**src/rtl/rc5_feeder_pkg.sv**
```systemverilog
// Shared types and sizing for the RC5 byte-stream feeder.
package rc5_feeder_pkg;

  typedef enum logic [2:0] {
    IDLE,
    KEY_COLLECT,
    KEY_LOAD,
    KEY_WAIT,
    DATA_COLLECT,
    ISSUE,
    WAIT_RESULT
  } state_t;

  localparam int KEY_BYTES = 16;
  localparam int BLK_BYTES = 8;

  // Width of a counter that must reach timeout-1.
  function automatic int to_width(input int timeout);
    return (timeout < 3) ? 1 : $clog2(timeout);
  endfunction

endpackage

```
**src/rtl/rc5_byte_shifter.sv**
```systemverilog
// MSB-first byte shift register with a count of bytes loaded since the last clear.
module rc5_byte_shifter #(
  parameter int WIDTH = 64,
  parameter int CNT_W = $clog2(WIDTH / 8 + 1)
) (
  input  logic             clk,
  input  logic             rst,
  input  logic             clr,
  input  logic             shift_en,
  input  logic [7:0]       byte_in,
  output logic [WIDTH-1:0] data,
  output logic [CNT_W-1:0] count
);

  // clr only resets the count so the held value stays visible downstream.
  always_ff @(posedge clk or negedge rst) begin
    if (!rst) begin
      data  <= '0;
      count <= '0;
    end else if (clr) begin
      count <= '0;
    end else if (shift_en) begin
      data  <= {data[WIDTH-9:0], byte_in};
      count <= count + 1'b1;
    end
  end

endmodule

```
**src/rtl/rc5_feeder.sv**
```systemverilog
// Collects a 16-byte key and 8-byte blocks from a byte stream and drives an rc5_core.
// Handshake: a byte transfers on a rising edge where byte_valid and byte_ready are both high.
module rc5_feeder
  import rc5_feeder_pkg::*;
#(
  parameter int TIMEOUT = 1024
) (
  input  logic         clk,
  input  logic         rst,
  input  logic         key_start,
  input  logic         mode,
  input  logic [7:0]   byte_in,
  input  logic         byte_valid,
  output logic         byte_ready,
  output logic [127:0] key,
  output logic         key_en,
  input  logic         key_ok,
  output logic         flag,
  output logic [63:0]  din,
  output logic         din_en,
  input  logic         dout_en,
  output logic         busy,
  output logic         err,
  output logic [15:0]  blk_cnt,
  output logic [2:0]   state_dbg
);

  localparam int TW  = to_width(TIMEOUT);
  localparam int KCW = $clog2(KEY_BYTES + 1);
  localparam int DCW = $clog2(BLK_BYTES + 1);

  state_t         state;
  logic [TW-1:0]  to_cnt;
  logic [KCW-1:0] key_cnt;
  logic [DCW-1:0] din_cnt;
  logic           accept;
  logic           ks_acc;
  logic           key_shift;
  logic           din_shift;
  logic           din_clr;
  logic           timeout_hit;

  assign accept      = byte_valid & byte_ready;
  assign ks_acc      = key_start & ((state == IDLE) | ((state == DATA_COLLECT) & (din_cnt == '0)));
  assign key_shift   = accept & (state == KEY_COLLECT);
  // A simultaneous key_start at zero bytes takes priority over the data byte.
  assign din_shift   = accept & (state == DATA_COLLECT) & ~ks_acc;
  assign din_clr     = ks_acc | (state == ISSUE);
  assign timeout_hit = (to_cnt == TW'(TIMEOUT - 1));

  assign byte_ready = (state == KEY_COLLECT) | (state == DATA_COLLECT);
  assign key_en     = (state == KEY_LOAD);
  assign din_en     = (state == ISSUE);
  assign busy       = ~((state == IDLE) | ((state == DATA_COLLECT) & (din_cnt == '0)));
  assign state_dbg  = state;

  rc5_byte_shifter #(.WIDTH(8 * KEY_BYTES), .CNT_W(KCW)) u_key_shifter (
    .clk      (clk),
    .rst      (rst),
    .clr      (ks_acc),
    .shift_en (key_shift),
    .byte_in  (byte_in),
    .data     (key),
    .count    (key_cnt)
  );

  rc5_byte_shifter #(.WIDTH(8 * BLK_BYTES), .CNT_W(DCW)) u_din_shifter (
    .clk      (clk),
    .rst      (rst),
    .clr      (din_clr),
    .shift_en (din_shift),
    .byte_in  (byte_in),
    .data     (din),
    .count    (din_cnt)
  );

  always_ff @(posedge clk or negedge rst) begin
    if (!rst) begin
      state   <= IDLE;
      to_cnt  <= '0;
      err     <= 1'b0;
      flag    <= 1'b0;
      blk_cnt <= '0;
    end else if (ks_acc) begin
      err     <= 1'b0;
      blk_cnt <= '0;
      state   <= KEY_COLLECT;
    end else begin
      case (state)
        IDLE: state <= IDLE;
        KEY_COLLECT: begin
          if (key_shift && key_cnt == KCW'(KEY_BYTES - 1)) state <= KEY_LOAD;
        end
        KEY_LOAD: begin
          to_cnt <= '0;
          state  <= KEY_WAIT;
        end
        KEY_WAIT: begin
          if (key_ok) begin
            state <= DATA_COLLECT;
          end else if (timeout_hit) begin
            err   <= 1'b1;
            state <= IDLE;
          end else begin
            to_cnt <= to_cnt + 1'b1;
          end
        end
        DATA_COLLECT: begin
          if (din_shift && din_cnt == DCW'(BLK_BYTES - 1)) begin
            flag  <= mode;
            state <= ISSUE;
          end
        end
        ISSUE: begin
          to_cnt <= '0;
          state  <= WAIT_RESULT;
        end
        WAIT_RESULT: begin
          if (dout_en) begin
            blk_cnt <= blk_cnt + 16'd1;
            state   <= DATA_COLLECT;
          end else if (timeout_hit) begin
            err   <= 1'b1;
            state <= IDLE;
          end else begin
            to_cnt <= to_cnt + 1'b1;
          end
        end
        default: state <= IDLE;
      endcase
    end
  end

endmodule

```
**config.mk**
```make
export PLATFORM = sky130hd
export DESIGN_NAME = rc5_feeder
export DESIGN_NICKNAME = d
export VERILOG_FILES = /design/src/rtl/rc5_feeder_pkg.sv /design/src/rtl/rc5_byte_shifter.sv /design/src/rtl/rc5_feeder.sv
export SDC_FILE = /design/constraint.sdc
export NUM_CORES = 1
export LEC_CHECK = 0
export CAP_MARGIN = 20
export CORE_AREA = 2 2 206 107
export DETAILED_ROUTE_END_ITERATION = 10
export DIE_AREA = 0 0 208 109
export GPL_ROUTABILITY_DRIVEN = 1
export MAX_ROUTING_LAYER = met4
export PLACE_DENSITY_LB_ADDON = 0.2
export SYNTH_ARGS = -nofsm -noshare
export SYNTH_HDL_FRONTEND = slang
export SYNTH_HIERARCHICAL = 1
export SYNTH_SLANG_ARGS = --single-unit
```
**constraint.sdc**
```tcl
create_clock -name clk -period 3.1 [get_ports clk]
set_input_delay 0.62 -clock clk [delete_from_list [all_inputs] [get_ports clk]]
set_output_delay 0.62 -clock clk [all_outputs]
set_load 0.05 [all_outputs]
```
### Word level (Yosys, flattened, before mapping)

Cells that the tools add are included.

| storage, ports and cells | value |
|---|---|
| word-level logic and storage cells | 81 |
| output and inout port bits | 217 |
| bits of input ports | 15 |
| bits in registers | 232 |

| cells by class | value |
|---|---|
| equality and inequality tests | 15 |
| add/subtract/negate cells | 4 |
| reductions and logical operators | 18 |
| bitwise gates (word level) | 12 |
| multiplexer cells | 23 |

Operators by type and width:

| operator | count |
|---|---|
| $mux 16 | 3 |
| $mux 10 | 3 |
| $pmux 10 s3 | 1 |
| $mux 3 | 6 |
| $pmux 3 s6 | 1 |
| $add 16x1->16 const B | 1 |
| $add 10x1->10 const B | 1 |
| $eq 10x10->1 const B | 1 |
| $mux 5 | 2 |
| $eq 3x3->1 const B | 3 |
| $mux 4 | 2 |
| $reduce_and 2->1 | 4 |
| $reduce_bool 2->1 | 4 |
| $and 1x1->1 | 6 |
| $eq 3x2->1 const B | 2 |
| $ne 3x2->1 const B | 2 |
| $ne 3x3->1 const B | 2 |
| $reduce_and 3->1 | 2 |
| $reduce_bool 3->1 | 2 |
| $add 5x1->5 const B | 1 |
| $eq 5x4->1 const B | 1 |
| $add 4x1->4 const B | 1 |
| $eq 4x3->1 const B | 1 |
| $logic_not 4->1 | 1 |
| other kinds (10) | 19 |

### Logic depth before layout (Yosys ltp)

| depth | value |
|---|---|
| depth in word-level cells | 10 |
| gate-level depth with buffers | 10 |
| depth with buffers taken out | 6 |

### By module

Netlist, hierarchy kept.

Modules (own cells, without submodules):

| module | sequential area each (um^2) | cells each | times used | area an instance (um^2) |
|---|---|---|---|---|
| rc5_byte_shifter (u_key_shifter) | 3328.2 | 293 | 1 | 5546.6 |
| rc5_byte_shifter (u_din_shifter) | 1701.6 | 153 | 1 | 2901.5 |
| rc5_feeder | 775.7 | 202 | 1 | 1843.0 |

### Worst setup path after synthesis

Ideal clock, no wire load.

| timing path | value |
|---|---|
| kind | register to register |
| start | reg state[0], in the netlist state_dbg[0] |
| end | reg u_key_shifter.data[0] |
| path buffers | 5 |
| library setup time | 0.125 ns |
| required time | 2.975 ns |
| period minus slack after synthesis | 2.466 ns |
| path slack | 0.634 ns |
| cell stages (with the launch flop) | 11 |
| arrival time | 2.341 ns |
| cell sequence | dfrtp_1 > buf_4 > nor2_1 > nand3_1 > inv_2 > buf_2 > buf_2 > nor2b_4 > buf_12 > buf_12 > mux2_4 |

| between the ends | value |
|---|---|
| cells in the longest elaborated chain, start to end | 6 |
| elaborated cells on any way between the ends | 11 |
| those cells by class | 2 x eq/ne; 7 x bitwise; 2 x reduce/logical |

RTL lines:

| element | RTL line | text |
|---|---|---|
| from (decl) | rc5_feeder.sv:32 | `state_t state;` |
| from (signal assigned) | rc5_feeder.sv:79 | `state <= IDLE;` |
| from (signal assigned) | rc5_feeder.sv:87 | `state <= KEY_COLLECT;` |
| from (signal assigned) | rc5_feeder.sv:90 | `IDLE: state <= IDLE;` |
| $eq 3x3->1 | rc5_feeder.sv:44 | `assign ks_acc = key_start & ((state == IDLE) \| ((state == DATA_COLLECT) & (din_cnt == '0)));` |
| $and 1x1->1 | rc5_feeder.sv:44 |  |
| $or 1x1->1 (*) | rc5_feeder.sv:44 |  |
| $and 1x1->1 (*) | rc5_feeder.sv:44 |  |
| net ks_acc | rc5_feeder.sv:37 | `logic ks_acc;` |
| $not 1->1 (no source line) (*) | -- |  |
| $reduce_and 2->1 (no source line) (*) | -- |  |
| to (signal assigned) | rc5_byte_shifter.sv:23 | `data <= {data[WIDTH-9:0], byte_in};` |
| to (decl) | rc5_byte_shifter.sv:11 | `output logic [WIDTH-1:0] data,` |

The timed path passes the listed nets; every way through them passes the cells marked *.
A chain may end at the register's enable or synchronous reset.

### Final worst setup path

| timing path | value |
|---|---|
| start | reg state[0], in the netlist state_dbg[0] |
| end | out key_en |

| between the ends | value |
|---|---|
| cells in the longest elaborated chain, start to end | 1 |

RTL lines:

| element | RTL line | text |
|---|---|---|
| $eq 3x2->1 | rc5_feeder.sv:52 | `assign key_en = (state == KEY_LOAD);` |
| to (decl) | rc5_feeder.sv:16 | `output logic key_en,` |

Every way passes these cells.

==> summary.txt <==
Drt
  • Total wire length: 22,950 um
  • Initial DRC count: 341
  • Vias per cell: 5.081
  • # DRC: 0
  • WL/cell: roughly 19 um
  • First-pass DRT Iterations: 4
  • Final ANT Viol Nets: 0
  • Vias: 6,031

Layout
  • Multi-input combinational cell area: 3990 um2
  • Commonest non-fill, non-tap cell in the layout: dfrtp_1
  • Post-layout net count: 912
  • Ant diodes: 0
  • Layout cell share with drive strength beyond 1: around 29%
  • Fill cell count: around 1.6k
  • FF/Latch Area: 5806 um2
  • Synthesis-to-layout area growth: 30.75%
  • Commonest cells after routing, fill and taps aside: dfrtp_1, clkdlybuf4s50_1, mux2_4
  • Fin util: 64.03%
  • Design area: 13,460 um2

Place
  • Port bufs: 231
  • Post-DP Area: 12,780 um2
  • RD Place Congestion: 0.8694
  • DPL Wire Length: 16,240 um

Clocking
  • CTS tree: built
  • Postcts setup bufs: 0
  • Clk buf depth: 3
  • CTS clk-pin slew, worst paths: 0.06 ns
  • Root buffer cell: clkbuf_16
  • Max H-tree Level: 1
  • Cts bufs inserted: 22
  • Worst-skew pair later-pin latency: between 0.4 and 0.5 ns
  • Resize count post-CTS: 0
  • Clock net sink count: 232
  • Cts hold-fix bufs: 0

Critical path
  • CP Buf/Inv Count: 1
  • Worst-path fanout max: 15
  • Kind of cell adding the most delay to the critical path: buffers and inverters
  • Slowest cell on crit path: clkdlybuf4s50_1
  • R2R setup slack: 0.61 ns
  • WS Path Type: register to output pin
  • RR Startpoint: state_dbg[1]
  • Largest stage delay, worst path: 0.81 ns
  • Critical path, cell by cell: nor2_1 -> and2_1 -> clkdlybuf4s50_1
  • Setup crit end kind: output pin
  • Crit start category: register
  • CP required: 2.48 ns
  • R2R Path End: u_din_shifter/data[41]
  • Crit path arrival time: 2.34 ns
  • Cells on worst reg2reg path: 6

Yosys
  • Post-Synthesis Cells: 648
  • Synth cell types: 56
  • Share of the synthesized area in the top cell type: 56.41%
  • Register area share after synthesis: 56.41%
  • Synth Net Count: 667
  • Post-synth EDFFs: 0
  • Largest cells by area after synthesis: dfrtp_1, mux2_4, mux2_2, buf_12, nor2_1
  • Yosys reg bits: 232
  • Area leader, netlist: dfrtp_1
  • Cell area after synthesis: 10,290 um2
  • Ys async rst share: 100.0%
  • Most used DFF post-synth: dfrtp_1
  • Syn_area_per_cell: 15.88 um2
  • Synth warn: 6

Global routing
  • Largest net degree at the start of global routing: 81
  • Antenna violations before repair: 0
  • Grt ovf: 0
  • First-pass GRT wire length: 36,470 um
  • Total GRT Usage: a little over a fifth
  • Number of global-route vias before repair: 6,303

STA
  • Final Cycle Share: 95.59%
  • Setup Skew: 0.01300 ns
  • Final setup TNS: 0 ns
  • Least-Margin Pin Slew: 0.7076 ns
  • FMAX: ~340 MHz
  • Max_slew headroom: between 50% and 60%
  • Final hold vios: 0
  • RSZ-0062 raised after global routing: false
  • Final setup vio count: 0
  • Max Slew Vio Count: 0
  • Final min period: ~3 ns

Status
  • Status: finished clean

Run
  • Max cap viols: 0

Hold path
  • HP Class: input pin to async pin

Pwr
  • Pwr Density: 926.2 nW/um2
  • Worst vdd ir: roughly 0.00086 V
  • Total power draw: 12.46 mW
  • Leak: 6.120 nW

Floorplan
  • Die X: 208 um
  • Initial Utilization: 48.97%
  • I/O pin cnt: 232
  • Die area: roughly 23,000 um2
  • Rows: 38
  • Core area: about 21,000 um2
  • Die H: 109 um
## final cells by class
class                   instances  share of cell area, %
flip-flops and latches        232                  43.15
multi-input cells             377                  29.65
repair buffers                253                  19.38
clock buffers                  35                  4.910
well taps                     280                  2.604
inverters                       7                 0.1953
clock inverters                 3                 0.1116
## worst max path at each step
stage,from,to,slack [ns],depth (start not counted)
finish,state_dbg[0],key_en,0.14,3
global route,state_dbg[0],key_en,0.002,3
CTS,state_dbg[0],key_en,0.11,3
detailed placement,key_start,u_din_shifter/data[11],0.25,6
global placement,key_start,u_din_shifter/data[59],0.30,6
floorplan,state_dbg[0],u_key_shifter/data[0],0.63,10
## through the flow
stage                     std cells  setup WS (ns)  hold slack, ns
after floorplan                 648         0.6339          0.3244
after global placement         1149         0.2976          0.4916
after detailed placement       1149         0.2512          0.4975
after CTS                      1187         0.1115        0.005404
after global routing           1187       0.002031         0.01758
final                          1187         0.1366         0.01861
## cell families after synthesis
| logic type | count (synthesis) | share of synthesized area, % |
|---|---|---|
| flip-flops | 232 | 56.41 |
| multiplexers | 200 | 27.74 |
| AND/OR/NAND/NOR | 118 | 6.468 |
| AO/OA/AOI/OAI | 39 | 2.711 |
| buffers and inverters | 39 | 4.814 |
| XOR/XNOR | 16 | 1.362 |
| adder cells (fa/ha/maj) | 4 | 0.4863 |
## sequential cells by signal (all words and copies together), names as in the netlist
register	cells
u_key_shifter/data	128
u_din_shifter/data	64
blk_cnt	16
to_cnt	10
u_key_shifter/count	5
u_din_shifter/count	4
state_dbg	3
err	1
flag	1
## cells in the mapped netlist, types with 3 or more instances
cell type,count
buf_6,6
xnor2_1,7
dfrtp_1,232
xor2_1,9
and3_1,7
buf_2,3
o41ai_1,3
nor2_1,30
nand4_1,9
nand3_1,15
and2b_1,3
buf_12,18
nor2b_1,3
o31ai_1,4
clkbuf_1,3
mux2_2,34
a21oi_1,13
ha_1,4
nand2_1,17
nand2b_1,3
mux2_4,162
or4_1,3
inv_1,6
o21ai_0,3
mux2i_1,4
nand4b_1,4
o21a_1,3
nand3b_1,3
## where the power goes
part | switching, mW | total [mW] | leakage, nW | internal [mW]
sequential | 0.649 | 4.31 | 3.14 | 3.66
clock | 1.08 | 2.53 | 0.333 | 1.46
combinational | 3.36 | 5.62 | 2.65 | 2.26
total | 5.09 | 12.5 | 6.12 | 7.37
## routing by layer
metal  GRT usage [%]  routed length (um)  vias to the layer above
met1           30.23               11110                     3060
met3           5.242                1510                       21
met5               -                   0                        -
met4           3.495                 278                        0
li1                -                   -                     2803
met2           30.02               10050                      147
(Power assumes the default switching activity.)
